<file path="config.mk">
export PLATFORM = sky130hd
export DESIGN_NAME = minisys_ifetch
export DESIGN_NICKNAME = d
export VERILOG_FILES = /design/src/rtl/minisys_pkg.sv /design/src/rtl/minisys_npc.sv /design/src/rtl/minisys_ifetch.sv
export SDC_FILE = /design/constraint.sdc
export NUM_CORES = 1
export LEC_CHECK = 0
export BUFFER_PORTS_ARGS = -buffer_cell sky130_fd_sc_hd__buf_2
export CORE_MARGIN = 5
export CORE_UTILIZATION = 45
export CTS_BUF_LIST = sky130_fd_sc_hd__clkbuf_8
export DETAILED_ROUTE_END_ITERATION = 16
export PLACE_DENSITY = 0.78
export SLEW_MARGIN = 30
export SYNTH_ARGS = -nofsm -noshare
export SYNTH_HDL_FRONTEND = slang
export SYNTH_SLANG_ARGS = --single-unit
</file>
<file path="constraint.sdc">
create_clock -name clock -period 5.7 [get_ports clock]
set_clock_uncertainty 0.15 [all_clocks]
set_input_delay 0.285 -clock clock [delete_from_list [all_inputs] [get_ports clock]]
set_output_delay 0.285 -clock clock [all_outputs]
set_load 0.02 [all_outputs]
</file>
<file path="src/rtl/minisys_pkg.sv">
// Shared definitions for the Minisys core front end: fetch FSM states and
// the instruction encodings the fetch/decode boundary cares about.
package minisys_pkg;

    typedef enum logic [1:0] {
        StIdle,
        StFetch,
        StExec
    } fetch_state_e;

    localparam logic [5:0] OpJ     = 6'h02;
    localparam logic [5:0] OpJal   = 6'h03;
    localparam logic [5:0] OpBeq   = 6'h04;
    localparam logic [5:0] OpBne   = 6'h05;
    localparam logic [5:0] FunctJr = 6'h08;

    localparam logic [31:0] ResetPcDefault = 32'h0000_0000;

endpackage

</file>
<file path="src/rtl/minisys_npc.sv">
// Combinational next-PC select: jr, then j/jal, then taken branch, else
// sequential. The result is always word aligned.
module minisys_npc (
    input  logic [31:0] pc_plus_4_i,
    input  logic [25:0] instr_index_i,
    input  logic        branch_i,
    input  logic        nbranch_i,
    input  logic        jmp_i,
    input  logic        jal_i,
    input  logic        jrn_i,
    input  logic        zero_i,
    input  logic [31:0] add_result_i,
    input  logic [31:0] read_data_1_i,
    output logic [31:0] npc_o
);

    logic        taken;
    logic [31:0] raw_npc;

    assign taken = (branch_i & zero_i) | (nbranch_i & ~zero_i);

    always_comb begin
        raw_npc = pc_plus_4_i;
        if (jrn_i) begin
            raw_npc = read_data_1_i;
        end else if (jmp_i || jal_i) begin
            raw_npc = {pc_plus_4_i[31:28], instr_index_i, 2'b00};
        end else if (taken) begin
            raw_npc = add_result_i;
        end
    end

    assign npc_o = {raw_npc[31:2], 2'b00};

endmodule

</file>
<file path="src/rtl/minisys_ifetch.sv">
// Minisys instruction-fetch stage: PC register, req/ack fetch FSM and the
// registered instruction presented to control and decode.
module minisys_ifetch
    import minisys_pkg::*;
#(
    parameter logic [31:0] RESET_PC = ResetPcDefault,
    parameter int unsigned IMEM_AW  = 14
) (
    input  logic               clock,
    input  logic               reset,
    output logic               imem_req,
    output logic [IMEM_AW-1:0] imem_addr,
    input  logic               imem_ack,
    input  logic [31:0]        imem_rdata,
    input  logic               stall,
    input  logic               Branch,
    input  logic               nBranch,
    input  logic               Jmp,
    input  logic               Jal,
    input  logic               Jrn,
    input  logic               Zero,
    input  logic [31:0]        Add_result,
    input  logic [31:0]        Read_data_1,
    output logic [31:0]        Instruction,
    output logic [5:0]         Opcode,
    output logic [5:0]         Function_opcode,
    output logic               instr_valid,
    output logic [31:0]        PC,
    output logic [31:0]        PC_plus_4,
    output logic [31:0]        link_addr
);

    fetch_state_e state_q, state_d;
    logic [31:0]  pc_q, pc_d;
    logic [31:0]  instr_q, instr_d;
    logic [31:0]  link_q, link_d;
    logic [31:0]  npc;
    logic [31:0]  pc_plus_4;

    assign pc_plus_4 = pc_q + 32'd4;

    minisys_npc u_npc (
        .pc_plus_4_i   (pc_plus_4),
        .instr_index_i (instr_q[25:0]),
        .branch_i      (Branch),
        .nbranch_i     (nBranch),
        .jmp_i         (Jmp),
        .jal_i         (Jal),
        .jrn_i         (Jrn),
        .zero_i        (Zero),
        .add_result_i  (Add_result),
        .read_data_1_i (Read_data_1),
        .npc_o         (npc)
    );

    always_comb begin
        state_d     = state_q;
        pc_d        = pc_q;
        instr_d     = instr_q;
        link_d      = link_q;
        imem_req    = 1'b0;
        instr_valid = 1'b0;
        unique case (state_q)
            StIdle: begin
                state_d = StFetch;
            end
            StFetch: begin
                imem_req = 1'b1;
                if (imem_ack) begin
                    instr_d = imem_rdata;
                    state_d = StExec;
                end
            end
            StExec: begin
                instr_valid = 1'b1;
                // Control and execute results are only consumed on the commit edge.
                if (!stall) begin
                    pc_d    = npc;
                    state_d = StFetch;
                    if (Jal) begin
                        link_d = pc_plus_4;
                    end
                end
            end
            default: begin
                state_d = StIdle;
            end
        endcase
    end

    always_ff @(posedge clock or negedge reset) begin
        if (!reset) begin
            state_q <= StIdle;
            pc_q    <= RESET_PC;
            instr_q <= 32'h0;
            link_q  <= 32'h0;
        end else begin
            state_q <= state_d;
            pc_q    <= pc_d;
            instr_q <= instr_d;
            link_q  <= link_d;
        end
    end

    assign imem_addr       = pc_q[IMEM_AW+1:2];
    assign Instruction     = instr_q;
    assign Opcode          = instr_q[31:26];
    assign Function_opcode = instr_q[5:0];
    assign PC              = pc_q;
    assign PC_plus_4       = pc_plus_4;
    assign link_addr       = link_q;

endmodule

</file>
### After elaboration in Yosys (flattened, before gate mapping)

Index checks and enable logic that the tools add are counted.
Widths: inputs -> output; s select.

| storage, ports and cells | value |
|---|---|
| memory bits (writable) | 0 |
| memories | 0 |
| memory bits (read-only) | 0 |
| word-level logic and storage cells | 28 |
| register bits after elaboration | 96 |
| latch bits | 0 |
| bits of input ports | 106 |
| output and inout bits | 156 |

| cells by class | value |
|---|---|
| order comparisons | 0 |
| bitwise operators | 5 |
| $add $sub $neg | 1 |
| equality and inequality tests | 4 |
| div/mod/pow operators | 0 |
| shift operators | 0 |
| mux-type cells | 8 |
| reduce and logical (&&, ||, !) cells | 6 |
| $mul | 0 |

Operators by type and width:

| kind | count |
|---|---|
| $mux 32 | 3 |
| $add 32x3->32 const B | 1 |
| $pmux 2 s3 | 1 |
| $reduce_and 2->1 | 3 |
| $mux 2 | 2 |
| $ne 2x2->1 const B | 2 |
| $reduce_and 3->1 | 1 |
| $and 1x1->1 | 2 |
| $eq 2x1->1 const B | 1 |
| $eq 2x2->1 const B | 1 |
| $logic_not 2->1 | 1 |
| $mux 1 | 2 |
| $not 1->1 | 2 |
| $logic_or 1x1->1 | 1 |
| $or 1x1->1 | 1 |

### Depth between registers and ports, before layout

| depth | value |
|---|---|
| word-level depth | 6 |
| mapped depth | 7 |
| mapped depth without buffers | 6 |

### By module

From an unflattened synthesis, not the netlist that was laid out.

| second synthesis, totals | value |
|---|---|
| cells, all modules | 527 |
| area, all modules | 5585.4 µm² |

By module, submodules not included:

| module | instances | sequential area each (µm²) | area an instance (µm²) | cells each |
|---|---|---|---|---|
| minisys_ifetch | 1 | 2452.4 | 4486.8 | 383 |
| minisys_npc | 1 | 0.0 | 1098.6 | 144 |

### Worst setup path after synthesis

Ideal clock, no wire load.

| path | value |
|---|---|
| path kind | register -> register |
| start point | reg pc_q[22], in the netlist PC[22] |
| end point | reg link_q[26], in the netlist link_addr[26] |
| setup slack | 3.188 ns |
| library setup time | 0.067 ns |
| stages on the path, launching flop included | 8 |
| path buffers | 2 |
| period minus slack after synthesis | 2.512 ns |
| required time | 5.483 ns |
| data arrival time | 2.295 ns |
| cells stage by stage | dfrtp_1 buf_4 nand4_1 or2_1 buf_6 or4_4 xnor2_1 mux2_2 |

| between the ends | value |
|---|---|
| cells in the longest elaborated chain, start to end | 1 |

RTL lines:

| what | line | RTL |
|---|---|---|
| from (decl) | minisys_ifetch.sv:34 | `logic [31:0] pc_q, pc_d;` |
| from (signal assigned) | minisys_ifetch.sv:99 | `pc_q <= pc_d;` |
| $add 32x3->32 | minisys_ifetch.sv:40 | `assign pc_plus_4 = pc_q + 32'd4;` |
| via PC_plus_4[26] | minisys_ifetch.sv:29 | `output logic [31:0] PC_plus_4,` |
| to (signal assigned) | minisys_ifetch.sv:101 | `link_q <= link_d;` |
| to (decl) | minisys_ifetch.sv:36 | `logic [31:0] link_q, link_d;` |

The timed path passes the listed nets, and every way through them passes these cells.
A chain may end at the register's enable or synchronous reset.

### Worst setup path after layout

| path | value |
|---|---|
| start point | reg pc_q[9], in the netlist PC[9] |
| end point | out PC_plus_4[26] |

| between the ends | value |
|---|---|
| cells in the longest elaborated chain, start to end | 1 |

RTL lines:

| what | line |
|---|---|
| $add 32x3->32 | minisys_ifetch.sv:40 |
| to (decl) | minisys_ifetch.sv:29 |

No other way between the ends.

==> summary.md <==
| Metric | Value |
|---|---|
| RSZ-0062 raised after global routing | `false` |
| Final hold violation count | `0` |
| Initial antenna violation count | `1` |
| DP Wirelength | `14.1 mm` |
| Tcrit/Tclk final | `57.0%` |
| Final global-route overflow total | `0` |
| Final setup TNS | `0 ns` |
| Sequential power share | `34.1%` |
| CP max stage delay | `0.65 ns` |
| H-tree depth | `3` |
| Post-synthesis cell type count | `61` |
| Clock slew at reported path FFs | `0.09 ns` |
| Area grow syn2layout | `31.4%` |
| Slew @ Worst Pin | `0.903 ns` |
| # DRC | `0` |
| Cell taking the most area after synthesis | `dfrtp_1` |
| Share of the yosys chip area belonging to registers | `43.9%` |
| Buffers added on ports | `251` |
| Psw | `1950 uW` |
| Clock Power Share | `12.5%` |
| Cell Chain, Critical Path | `and4_1 > nand4_2 > or4_4 > xnor2_1 > buf_2` |
| Power Total | `3980 uW` |
| Worst-path fanout max | `14` |
| Gp weighted congestion | `0.853` |
| Synth warn | `0` |
| Via Count | `5,341` |
| Largest cells by area after synthesis | `dfrtp_1 44%, mux2_2 12%, buf_4 4.6%` |
| Leak Pwr | `0.00342 uW` |
| Gate power share | `53.5%` |
| Chip height | `119 um` |
| Netlist Area Pre-Place | `5360 um^2` |
| Pre-antenna DRT Iters | `5` |
| Slew HR | `39.8%` |
| Main synth FF type | `dfrtp_1` |
| Antenna viol nets, final | `0` |
| N_diodes | `0` |
| CTS Buf Count | `9` |
| Status | `finished, final reports clean` |
| Crit path launch type | `flip-flop` |
| Ys async rst share | `100%` |
| Setup ws final | `2.45 ns` |
| CTS Sinks | `94` |
| Cell-internal power | `2040 uW` |
| IO Pins | `262` |
| Power Density | `566 nW/um^2` |
| Setup-failing EPs final | `0` |
| Pins Over Slew Limit | `0` |
| Total of max-cap violations | `0` |
| Yosys top cell area share | `43.9%` |
| Dpl cells | `887` |
| Synth Instances | `549` |
| Peak Freq | `308 MHz` |
| Clock Path Buffers | `2` |
| Average cell area after synthesis | `9.76 um^2` |
| Starting density of the core | `46.3%` |
| Post-placement worst setup slack | `2.88 ns` |
| Clk_lat worst skew | `0.36 ns` |
| Post-synth EDFFs | `0` |
| Crit path DAT | `2.81 ns` |
| Layout cell share with drive strength beyond 1 | `43.8%` |
| Crit path time final | `3.25 ns` |
| Non-Filler Instances | `937` |
| Final nets | `896` |
| Die Wd | `119 um` |
| Critical Path RT | `5.27 ns` |
| DR vias/cell | `5.70` |
| Hold_ws | `0.0561 ns` |
| Avg WL per Cell | `21.0 um` |
| Kind of critical path | `reg2out` |
| IR drop worst, VDD | `0.297 mV` |
| Vias in the first global route | `5,649` |
| CTS tree | `yes` |
| First-pass GRT wire length | `30.9 mm` |
| Largest net degree at the start of global routing | `68` |
| Post-CTS setup buffer count | `0` |
| Most frequent cells in the layout | `250 x buf_2, 94 x dfrtp_1, 55 x mux2_2` |
| Sw frac | `48.9%` |
| # rows | `39` |
| Final wirelength | `19.7 mm` |
| Crit. End Element | `primary output` |
| Global Route Usage Sum | `27.5%` |
| Clk root buf | `clkbuf_8` |
| Die area | `14,200 um^2` |
| Core Area | `11,600 um^2` |
| Seq cells post-synth | `94` |
| Critical path's slowest cell | `or4_4` |
| DRT iter0 DRCs | `388` |
| Leading cell type in the layout, fill and taps excluded | `buf_2` |
| Hold Path Class | `in2reg` |
-- area by class of cell --
type | count | area [um^2]
repair buffers | 291 | 1640
inverters | 15 | 56.3
fillers | 989 | 4530
flip-flops and latches | 94 | 2350
clock buffers | 10 | 138
clock inverters | 6 | 77.6
multi-input cells | 378 | 2590
well taps | 143 | 179
-- stage by stage --
step                      cell area, um^2  utilization, %
after global routing                 7040            60.9
after CTS                            7040            60.9
after detailed placement             6480            56.1
after floorplan                      5380               -
after global placement               6480            56.0
final                                7040            60.9
-- routing by layer --
layer | global-route usage, % | share of wire (%) | up-vias
li1 | - | - | 2431
met5 | 0 | 0.051 | -
met1 | 34.7 | 40 | 2585
met2 | 45.9 | 49 | 265
met4 | 12.0 | 3.3 | 2
met3 | 5.45 | 7.5 | 58
-- worst paths after layout --
check | from | end | slack [ns] | cells after the start
worst max-delay path | PC[9] | PC_plus_4[26] | 2.45 | 5
worst min-delay path | imem_ack | state_q[0] | 0.06 | 3
worst max register to register | PC[9] | link_addr[26] | 2.97 | 5
worst min register to register | link_addr[7] | link_addr[7] | 0.34 | 2
max in group asynchronous | reset | link_addr[18] | 3.94 | 3
min in group asynchronous | reset | link_addr[27] | 0.21 | 2
-- cell usage after synthesis, drive strengths merged (12+ instances only) --
master   n
buf     40
o21ai   39
nor2    27
inv     15
xor2    13
nand3   16
a31oi   12
dfrtp   94
nand2   51
a21oi   29
mux2    55
clkbuf  27
-- cell families after synthesis --
logic type	share of synthesized area (%)
adder cells (fa/ha/maj)	0.233
other	0.0700
AND/OR/NAND/NOR	15.6
XOR/XNOR	3.92
multiplexers	12.1
flip-flops	43.9
AO/OA/AOI/OAI	15.9
buffers and inverters	8.34
-- what timing repair did --
item	in CTS	in global routing
hold buffers	34	0
resized for setup	0	0
hold endpoints to repair	60	0
-- flip-flops by register name, indices dropped and copies added, names as in the netlist --
register and cells:
Instruction 32, link_addr 30, state_q 2, PC 30
-- power by group through the flow --
stage	Combinational (uW)	Clock (uW)	Sequential (uW)
floorplan	1100	0	1660
global placement	2080	0	1330
detailed placement	2110	0	1360
CTS	2140	506	1350
global route	2270	542	1410
finish	2130	496	1360
-- critical path, delay by kind of cell, from the launching register on --
kind,cells,cell delay [ns]
xor gates and xnor gates,1,0.19
buffers and inverters,1,0.20
DFF,1,0.52
and+or+nand+nor,3,1.54
(Power assumes the default switching activity.)
